--- config.mk ---
export PLATFORM = sky130hd
export DESIGN_NAME = conv_quan_sched
export DESIGN_NICKNAME = d
export VERILOG_FILES = /design/src/rtl/quan_ctrl_pkg.sv /design/src/rtl/quan_valid_delay.sv /design/src/rtl/conv_quan_sched.sv
export SDC_FILE = /design/constraint.sdc
export NUM_CORES = 1
export LEC_CHECK = 0
export BUFFER_PORTS_ARGS = -buffer_cell sky130_fd_sc_hd__buf_2
export CORE_ASPECT_RATIO = 1.75
export CORE_MARGIN = 4
export CORE_UTILIZATION = 50
export DETAILED_ROUTE_END_ITERATION = 16
export HOLD_SLACK_MARGIN = 0.15
export MAX_ROUTING_LAYER = met4
export PLACE_DENSITY = 0.71
export SYNTH_ARGS = -nofsm -noshare
export SYNTH_HDL_FRONTEND = slang
export SYNTH_HIERARCHICAL = 1
export SYNTH_SLANG_ARGS = --single-unit
--- constraint.sdc ---
create_clock -name clk -period 3 [get_ports clk]
set_clock_uncertainty 0.1 [all_clocks]
set_input_delay 0.45 -clock clk [delete_from_list [all_inputs] [get_ports clk]]
set_output_delay 0.45 -clock clk [all_outputs]
set_load 0.05 [all_outputs]
--- src/rtl/quan_ctrl_pkg.sv ---
// Shared state encoding and default timing/credit constants for the
// quantization issue scheduler and its valid delay line.
package quan_ctrl_pkg;

    typedef enum logic [2:0] {
        ST_IDLE,
        ST_SETUP,
        ST_WAIT,
        ST_RUN,
        ST_DRAIN,
        ST_DONE
    } state_t;

    localparam int DEF_LAT_ZERO     = 21;
    localparam int DEF_LAT_LEAKY    = 32;
    localparam int DEF_CREDIT_DEPTH = 64;

endpackage

--- src/rtl/quan_valid_delay.sv ---
// Valid delay line for the quantization pipeline: a cleared shift register with a tap
// select latched on layer start. Macro QUAN_LEAKY_EN enables the second (leaky) tap.
module quan_valid_delay
    import quan_ctrl_pkg::*;
#(
    parameter int LAT_ZERO  = DEF_LAT_ZERO,
    parameter int LAT_LEAKY = DEF_LAT_LEAKY
) (
    input  logic clk,
    input  logic rst,
    input  logic din,
    input  logic load,
    input  logic bypass,
    output logic dout,
    output logic dout_next
);

`ifdef QUAN_LEAKY_EN
    localparam int DEPTH = LAT_LEAKY;

    logic bypass_q;

    always_ff @(posedge clk) begin
        if (rst)
            bypass_q <= 1'b1;
        else if (load)
            bypass_q <= bypass;
    end
`else
    localparam int DEPTH = LAT_ZERO;

    logic unused_cfg;
    assign unused_cfg = load ^ bypass;
`endif

    logic [DEPTH-1:0] sr;

    // NOTE: the delay line is cleared on reset so no stale valid escapes after a mid-layer reset.
    always_ff @(posedge clk) begin
        if (rst)
            sr <= '0;
        else
            sr <= {sr[DEPTH-2:0], din};
    end

`ifdef QUAN_LEAKY_EN
    assign dout      = bypass_q ? sr[LAT_ZERO-1] : sr[LAT_LEAKY-1];
    assign dout_next = bypass_q ? sr[LAT_ZERO-2] : sr[LAT_LEAKY-2];
`else
    assign dout      = sr[DEPTH-1];
    assign dout_next = sr[DEPTH-2];
`endif

endmodule

--- src/rtl/conv_quan_sched.sv ---
// Issue scheduler for the convolution quantization pipeline: row/group/column read
// sequencing, parameter RAM addressing, credit flow control and aligned output valid.
module conv_quan_sched
    import quan_ctrl_pkg::*;
#(
    parameter int WIDTH_FEATURE_SIZE    = 12,
    parameter int WIDTH_CHANNEL_NUM_REG = 10,
    parameter int WIDTH_BIAS_RAM_ADDRA  = 9,
    parameter int CREDIT_DEPTH          = DEF_CREDIT_DEPTH,
    parameter int LAT_ZERO              = DEF_LAT_ZERO,
    parameter int LAT_LEAKY             = DEF_LAT_LEAKY
) (
    input  logic                             clk,
    input  logic                             rst,
    input  logic                             Start,
    input  logic                             Leaky_REG,
    input  logic [WIDTH_FEATURE_SIZE-1:0]    Row_Num_Out_REG,
    input  logic [WIDTH_CHANNEL_NUM_REG-1:0] Channel_Out_Num_REG,
    input  logic                             Fifo_Ready,
    input  logic                             M_Pop,
    output logic                             EN_Rd_Fifo,
    output logic [WIDTH_BIAS_RAM_ADDRA-1:0]  bias_addrb,
    output logic                             M_Valid,
    output logic                             Busy,
    output logic                             Done
);

    localparam int CREDIT_W = $clog2(CREDIT_DEPTH + 1);
    localparam int INFL_W   = $clog2(CREDIT_DEPTH + LAT_LEAKY + 1);
    localparam logic [CREDIT_W-1:0] CREDIT_FULL = CREDIT_W'(CREDIT_DEPTH);

    state_t                           state;
    logic [WIDTH_FEATURE_SIZE-1:0]    row_num;
    logic [WIDTH_FEATURE_SIZE-1:0]    r;
    logic [WIDTH_FEATURE_SIZE-1:0]    c;
    logic [WIDTH_CHANNEL_NUM_REG-1:0] ch_num;
    logic [WIDTH_CHANNEL_NUM_REG-1:0] g;
    logic [CREDIT_W-1:0]              credit;
    logic [INFL_W-1:0]                inflight;
    logic [INFL_W-1:0]                inflight_next;
    logic                             start_ok;
    logic                             valid_next;
    logic                             row_end;
    logic                             grp_end;
    logic                             last_row;

    assign start_ok   = (state == ST_IDLE) && Start;
    assign EN_Rd_Fifo = (state == ST_RUN) && (credit != '0);
    assign row_end    = (c == row_num - 1'b1);
    assign grp_end    = (g == ch_num - 1'b1);
    assign last_row   = (r == row_num - 1'b1);

    // NOTE: every always_comb output gets a default first so no latch is inferred.
    always_comb begin
        inflight_next = inflight;
        if (EN_Rd_Fifo && !M_Valid)
            inflight_next = inflight + 1'b1;
        else if (!EN_Rd_Fifo && M_Valid)
            inflight_next = inflight - 1'b1;
    end

    // NOTE: sequential state uses non-blocking assignments so every register sees pre-edge values.
    always_ff @(posedge clk) begin
        if (rst) begin
            credit   <= CREDIT_FULL;
            inflight <= '0;
        end else begin
            inflight <= inflight_next;
            if (EN_Rd_Fifo && !M_Pop)
                credit <= credit - 1'b1;
            else if (!EN_Rd_Fifo && M_Pop && credit != CREDIT_FULL)
                credit <= credit + 1'b1;
        end
    end

    always_ff @(posedge clk) begin
        if (rst) begin
            state      <= ST_IDLE;
            row_num    <= '0;
            ch_num     <= '0;
            r          <= '0;
            g          <= '0;
            c          <= '0;
            bias_addrb <= '0;
            Busy       <= 1'b0;
            Done       <= 1'b0;
        end else begin
            Done <= 1'b0;
            unique case (state)
                ST_IDLE: begin
                    if (Start) begin
                        row_num <= Row_Num_Out_REG;
                        ch_num  <= Channel_Out_Num_REG;
                        r       <= '0;
                        g       <= '0;
                        c       <= '0;
                        Busy    <= 1'b1;
                        state   <= (Row_Num_Out_REG == '0 || Channel_Out_Num_REG == '0)
                                   ? ST_DONE : ST_SETUP;
                    end
                end
                ST_SETUP: begin
                    bias_addrb <= WIDTH_BIAS_RAM_ADDRA'(g);
                    state      <= Fifo_Ready ? ST_RUN : ST_WAIT;
                end
                ST_WAIT: begin
                    if (Fifo_Ready)
                        state <= ST_RUN;
                end
                ST_RUN: begin
                    if (EN_Rd_Fifo) begin
                        if (row_end) begin
                            c <= '0;
                            if (grp_end) begin
                                g <= '0;
                                if (last_row) begin
                                    state <= ST_DRAIN;
                                end else begin
                                    r     <= r + 1'b1;
                                    state <= ST_SETUP;
                                end
                            end else begin
                                g     <= g + 1'b1;
                                state <= ST_SETUP;
                            end
                        end else begin
                            c <= c + 1'b1;
                        end
                    end
                end
                ST_DRAIN: begin
                    // Leave one cycle early when the final beat is next, so Done trails it by one.
                    if (inflight_next == '0 || (inflight_next == INFL_W'(1) && valid_next))
                        state <= ST_DONE;
                end
                ST_DONE: begin
                    Done  <= 1'b1;
                    Busy  <= 1'b0;
                    state <= ST_IDLE;
                end
                default: state <= ST_IDLE;
            endcase
        end
    end

    quan_valid_delay #(
        .LAT_ZERO  (LAT_ZERO),
        .LAT_LEAKY (LAT_LEAKY)
    ) u_valid_delay (
        .clk       (clk),
        .rst       (rst),
        .din       (EN_Rd_Fifo),
        .load      (start_ok),
        .bypass    (Leaky_REG),
        .dout      (M_Valid),
        .dout_next (valid_next)
    );

endmodule
==> Yosys cells after proc, flatten, opt, wreduce, memory -nomap -nowiden <==
Cells that the tools add are included.
{ "op_classes": {"n_addsub": 9, "n_eq_ne": 17, "n_mux": 31, "n_reduce_logical": 26} }
{ "op_table": {"columns": ["operator", "n"], "rows": [
  ["$mux W12", 7],
  ["$pmux W12 S2", 2],
  ["$mux W10", 4],
  ["$mux W7", 4],
  ["$add A12 B1 Y12 const B", 2],
  ["$eq A12 B12 Y1", 2],
  ["$mux W3", 8],
  ["$pmux W10 S2", 1],
  ["$pmux W3 S5", 1],
  ["$add A7 B1 Y7 const B", 2],
  ["$ne A2 B2 Y1 const B", 7],
  ["$sub A7 B1 Y7 const B", 2],
  ["$logic_not A12 Y1", 1],
  ["$sub A12 B1 Y12 const B", 1],
  ["$add A10 B1 Y10 const B", 1],
  ["$eq A10 B10 Y1", 1],
  ["$logic_not A10 Y1", 1],
  ["$sub A10 B1 Y10 const B", 1],
  ["$eq A7 B1 Y1 const B", 1],
  ["$logic_and A1 B1 Y1", 7],
  ["$logic_not A7 Y1", 1],
  ["$ne A7 B7 Y1 const B", 1],
  ["$reduce_bool A7 Y1", 1],
  ["$eq A3 B2 Y1 const B", 2],
  ["13 further kinds", 22]
]} }
{ "word_totals": {"regBits": 105, "inputBits": 28, "out_inout_bits": 13, "wordCells": 95} }

==> Logic depth before layout (Yosys ltp) <==
{ "logic_depth": {"word_depth": 11, "ltp_mapped": 14, "mapped_depth_nobuf": 13} }

==> Cells and area by module <==
Netlist, hierarchy kept.
{ "by_module_without_submodules": {"columns": ["mod", "instances", "cells_each", "area_each_um2", "seq_area_each_um2"], "rows": [
  ["conv_quan_sched", 1, 610, 4927.2, 1681.6],
  ["quan_valid_delay", 1, 44, 624.3, 420.4]
]} }

==> Worst setup path before layout <==
No wires, ideal clock.
{ "synth_timing": {"kind": "flip-flop to flip-flop", "from": "reg state[0]", "to": "reg credit[6]", "setup_ns": 0.132, "arrival_time_ns": 2.871, "t_required_ns": 2.768, "slack_ns": -0.103, "stages_incl_launch_ff": 15, "n_path_buf": 1, "period_less_slack_ns": 3.103, "cell_sequence": "dfxtp_1 > clkbuf_1 > nand3b_1 > a21o_1 > nor2_1 > inv_1 > fa_1 > nor2b_1 > o21ai_0 > nand2b_1 > a21o_1 > a21oi_1 > xnor2_1 > o21ai_0 > or3b_2"} }
{ "synth_via": {"elab_chain_cells": 6, "elab_cells_between_ends": 8, "classes_between": "eq/ne (1); mux (1); reduce/logical (6)"} }
{ "synth_rtl": {"columns": ["element", "line_no", "text"], "rows": [
  ["start: declaration", "conv_quan_sched.sv:32", "state_t state;"],
  ["start signal: assignment", "conv_quan_sched.sv:98", "state <= (Row_Num_Out_REG == '0 || Channel_Out_Num_REG == '0)"],
  ["start signal: assignment", "conv_quan_sched.sv:104", "state <= Fifo_Ready ? ST_RUN : ST_WAIT;"],
  ["$eq A3 B2 Y1 *", "conv_quan_sched.sv:48", "assign EN_Rd_Fifo = (state == ST_RUN) && (credit != '0);"],
  ["$logic_and A1 B1 Y1 *", "conv_quan_sched.sv:48", null],
  ["$logic_not A1 Y1", "conv_quan_sched.sv:71", "else if (!EN_Rd_Fifo && M_Pop && credit != CREDIT_FULL)"],
  ["$logic_and A1 B1 Y1 (2 in a row)", "conv_quan_sched.sv:71", null],
  ["$reduce_bool A2 Y1 (no line)", null, null],
  ["end signal: assignment", "conv_quan_sched.sv:70", "credit <= credit - 1'b1;"],
  ["end signal: assignment", "conv_quan_sched.sv:72", "credit <= credit + 1'b1;"],
  ["end: declaration", "conv_quan_sched.sv:38", "logic [CREDIT_W-1:0] credit;"]
]} }
Mark *: on every way between the ends. The rest lies on a longest branch, timed or not.
A chain may end at the register's enable or synchronous reset.

==> Worst setup path after layout <==
{ "layout_timing": {"from": "reg ch_num[0]", "to": "reg r[6]"} }
{ "layout_via": {"elab_chain_cells": 4} }
{ "layout_rtl": {"columns": ["element", "line_no", "text"], "rows": [
  ["start: declaration", "conv_quan_sched.sv:36", "logic [WIDTH_CHANNEL_NUM_REG-1:0] ch_num;"],
  ["start signal: assignment", "conv_quan_sched.sv:93", "ch_num <= Channel_Out_Num_REG;"],
  ["$sub A10 B1 Y10", "conv_quan_sched.sv:50", "assign grp_end = (g == ch_num - 1'b1);"],
  ["$eq A10 B10 Y1", "conv_quan_sched.sv:50", null],
  ["$ne A2 B2 Y1 (no line)", null, null],
  ["$reduce_and A6 Y1 (no line)", null, null],
  ["end signal: assignment", "conv_quan_sched.sv:119", "r <= r + 1'b1;"],
  ["end: declaration", "conv_quan_sched.sv:34", "logic [WIDTH_FEATURE_SIZE-1:0] r;"]
]} }
Every way passes these cells.

==> impl_metrics.env <==
export IMPL_yosysTopAreaCell="dfxtp_1"
export IMPL_crit_path_top_delay_cell="or4_4"
export IMPL_grt_pass1_wl_um=22600
export IMPL_syn_to_final_growth_pct=21.9
export IMPL_first_iter_violations=225
export IMPL_grt_overflow=0
export IMPL_cts_tree="yes"
export IMPL_cts_inserted_buffers=9
export IMPL_synth_area_leaders="dfxtp_1 (38%), xnor2_1 (7.4%), nand2_1 (5.0%), nor2_1 (4.8%), a21oi_1 (4.3%)"
export IMPL_crit_path_end_kind="flip-flop"
export IMPL_arrival_ns=3.35
export IMPL_die_h_um=147
export IMPL_cts_sinks=105
export IMPL_drv_slew=0
export IMPL_htreeDepth=3
export IMPL_placed_area_mm2=0.00616
export IMPL_fmax_mhz=316
export IMPL_min_period_ns=3.17
export IMPL_setup_viol=11
export IMPL_period_share_pct=106
export IMPL_wl_um=13900
export IMPL_cp_num_buf_inv=3
export IMPL_antenna_found_initial=0
export IMPL_drt_pre_antenna_iters=4
export IMPL_place_hpwl_um=9890
export IMPL_drc_errors=0
export IMPL_cts_root_buf="clkbuf_16"
export IMPL_diodes=0
export IMPL_synthesis_area_mm2=0.00555
export IMPL_place_ws_ns=-0.294
export IMPL_syn_nets=695
export IMPL_ant_nets=0
export IMPL_track_usage_pct=22.1
export IMPL_postLayoutCellArea_mm2=0.00677
export IMPL_rsz0062_at_grt="yes"
export IMPL_grt_pass1_vias=4920
export IMPL_hold_worst_slack_ns=0.243
export IMPL_vias_per_cell=5.75
export IMPL_worst_slew_pin_slew_ns=0.570
export IMPL_cp_max_fo=4
export IMPL_relSlewSlack_pct=61.7
export IMPL_cts_hold_buf=0
export IMPL_detail_route_wl_per_cell_um=15.9
export IMPL_cts_clk_slew_worst_paths_ns=0.08
export IMPL_grt_max_degree=38
export IMPL_async_flop_share_pct=0
export IMPL_synth_cell_type_count=61
export IMPL_synth_flop_cell="dfxtp_1"
export IMPL_synth_top_cell_area_share_pct=37.9
export IMPL_clkLatencyLatePin_ns=0.35
export IMPL_layout_commonest_cell="dfxtp_1"
export IMPL_hp_class="input pin to flip-flop"
export IMPL_vias=5000
export IMPL_start_util_pct=51.6
export IMPL_drive_gt1_share_pct=26.4
export IMPL_syn_avg_cell_area_um2=8.49
export IMPL_critPathMaxStageDelay_ns=0.58
export IMPL_ioPinCount=41
export IMPL_row_count=50
export IMPL_startpoint_type="flip-flop"
export IMPL_synth_enable_flop_cells=0
export IMPL_ys_warn_count=6
export IMPL_ys_ff_latch=105
export IMPL_power_leakage_uw=0.00267
export IMPL_required_ns=3.18
export IMPL_worst_slack_ns=-0.167
export IMPL_die_w_um=87.7
export IMPL_worst_setup_path_type="flip-flop to flip-flop"
export IMPL_crit_chain="inv_2, ha_4, nor3b_4, buf_4, xnor2_2, a21oi_1, nor2_1, or4_4, a311oi_4, buf_4, o2111ai_2, or3_1, a21oi_1"
export IMPL_clk_path_buf_depth=2
export IMPL_die_area_mm2=0.0129
export IMPL_ys_seq_area_share_pct=37.9
export IMPL_core_mm2=0.0108
export IMPL_outcome="finished with violations"
export IMPL_fin_setup_tns_ns=-1.21
export IMPL_final_nets=776
export IMPL_final_cell_mix="dfxtp_1 (99), nand2_1 (73), nor2_1 (70)"
export IMPL_ir_drop_mv=0.405
export IMPL_cellPowerDensity_mw_per_mm2=633
export IMPL_gp_congestion=0.921
export IMPL_cap_violations=0
export IMPL_final_hold_violation_count=0
export IMPL_syn_inst=654
export IMPL_violations="negative setup slack"
export IMPL_port_buffers=39
export IMPL_crit_family="simple AND/OR/NAND/NOR gates"
[cell usage after synthesis (3+ instances only)]
master       n
dfxtp_1    105
nand2_1     74
nor2_1      71
a21oi_1     48
xnor2_1     47
xor2_1      26
clkbuf_1    23
nand3_1     23
nor2b_2     20
inv_1       18
o21ai_0     15
mux2i_1     13
ha_1        12
nor3_1      11
nor2b_1     10
nor4_1      10
or3_1       10
and3_1       9
nand2b_1     9
nand4_1      9
a31oi_1      8
a21o_1       7
or4_1        6
buf_6        5
nor3b_1      5
o2111ai_1    5
o211ai_1     5
a211oi_1     4
buf_2        4
and2_1       3
nand4b_1     3
nor3b_2      3
[final timing paths]
| check | startpoint | endpoint | slack [ns] | depth (start not counted) |
|---|---|---|---|---|
| setup reg to reg | ch_num[0] | r[6] | -0.17 | 13 |
| hold reg to reg | u_valid_delay/sr[11] | u_valid_delay/sr[12] | 0.34 | 1 |
| setup / recovery | ch_num[0] | r[6] | -0.17 | 13 |
| hold / removal | Row_Num_Out_REG[2] | row_num[2] | 0.24 | 3 |
[flip-flops by register name, indices dropped and copies added (netlist names), 3 cells and up]
| signal | flops |
|---|---|
| u_valid_delay/sr | 21 |
| c | 12 |
| r | 12 |
| row_num | 12 |
| ch_num | 10 |
| g | 10 |
| bias_addrb | 9 |
| credit | 7 |
| inflight | 7 |
| state | 3 |
[metal layers]
| layer | GRT usage, % | wire length [µm] |
|---|---|---|
| met1 | 23.7 | 5210 |
| met2 | 38.4 | 7410 |
| met3 | 2.68 | 503 |
| met4 | 12.3 | 741 |
| met5 | - | 0 |
[stage by stage]
step,utilization (%),total power (µW),cells
floorplan,-,2510,654
global route,62.9,4490,870
CTS,61.6,4200,868
detailed placement,57.2,2940,844
finish,62.9,4280,870
global placement,57.2,2900,844
[cell type report]
type | count | area, µm²
Fill cell | 915 | 4000
Multi-Input combinational cell | 497 | 3450
Sequential cell | 105 | 2110
Timing Repair Buffer | 103 | 679
Clock buffer | 9 | 225
Tap cell | 130 | 163
Inverter | 19 | 71.3
Clock inverter | 7 | 63.8
[cell families after synthesis]
| kind of cell | share of synthesized area (%) |
|---|---|
| AOI/OAI and AO/OA | 12.8 |
| xor gates and xnor gates | 11.5 |
| adders and majority gates | 3.07 |
| buffers and inverters | 4.44 |
| DFF | 37.9 |
| muxes | 3.16 |
| and+or+nand+nor | 27.2 |
[report_power, final]
group	internal (µW)	switching, µW	total [µW]	leakage [µW]
Sequential	1470	94.3	1560	0.000853
Combinational	713	852	1560	0.00168
Clock	581	571	1150	0.000136
[repair_timing]
| item | CTS | global route |
|---|---|---|
| setup endpoints to repair | 30 | 31 |
| resized for setup | 24 | 29 |
| pin swaps | 18 | 13 |
| setup buffers | 6 | 2 |
| cloned | 2 | 0 |
[tightest hold or removal path: cells and delay by family]
kind                   cells  cell delay (ns)
buffers and inverters      1             0.10
AND/OR/NAND/NOR            1             0.05
AO/OA/AOI/OAI              1             0.05
No activity file was read; power rests on OpenSTA's default activity.
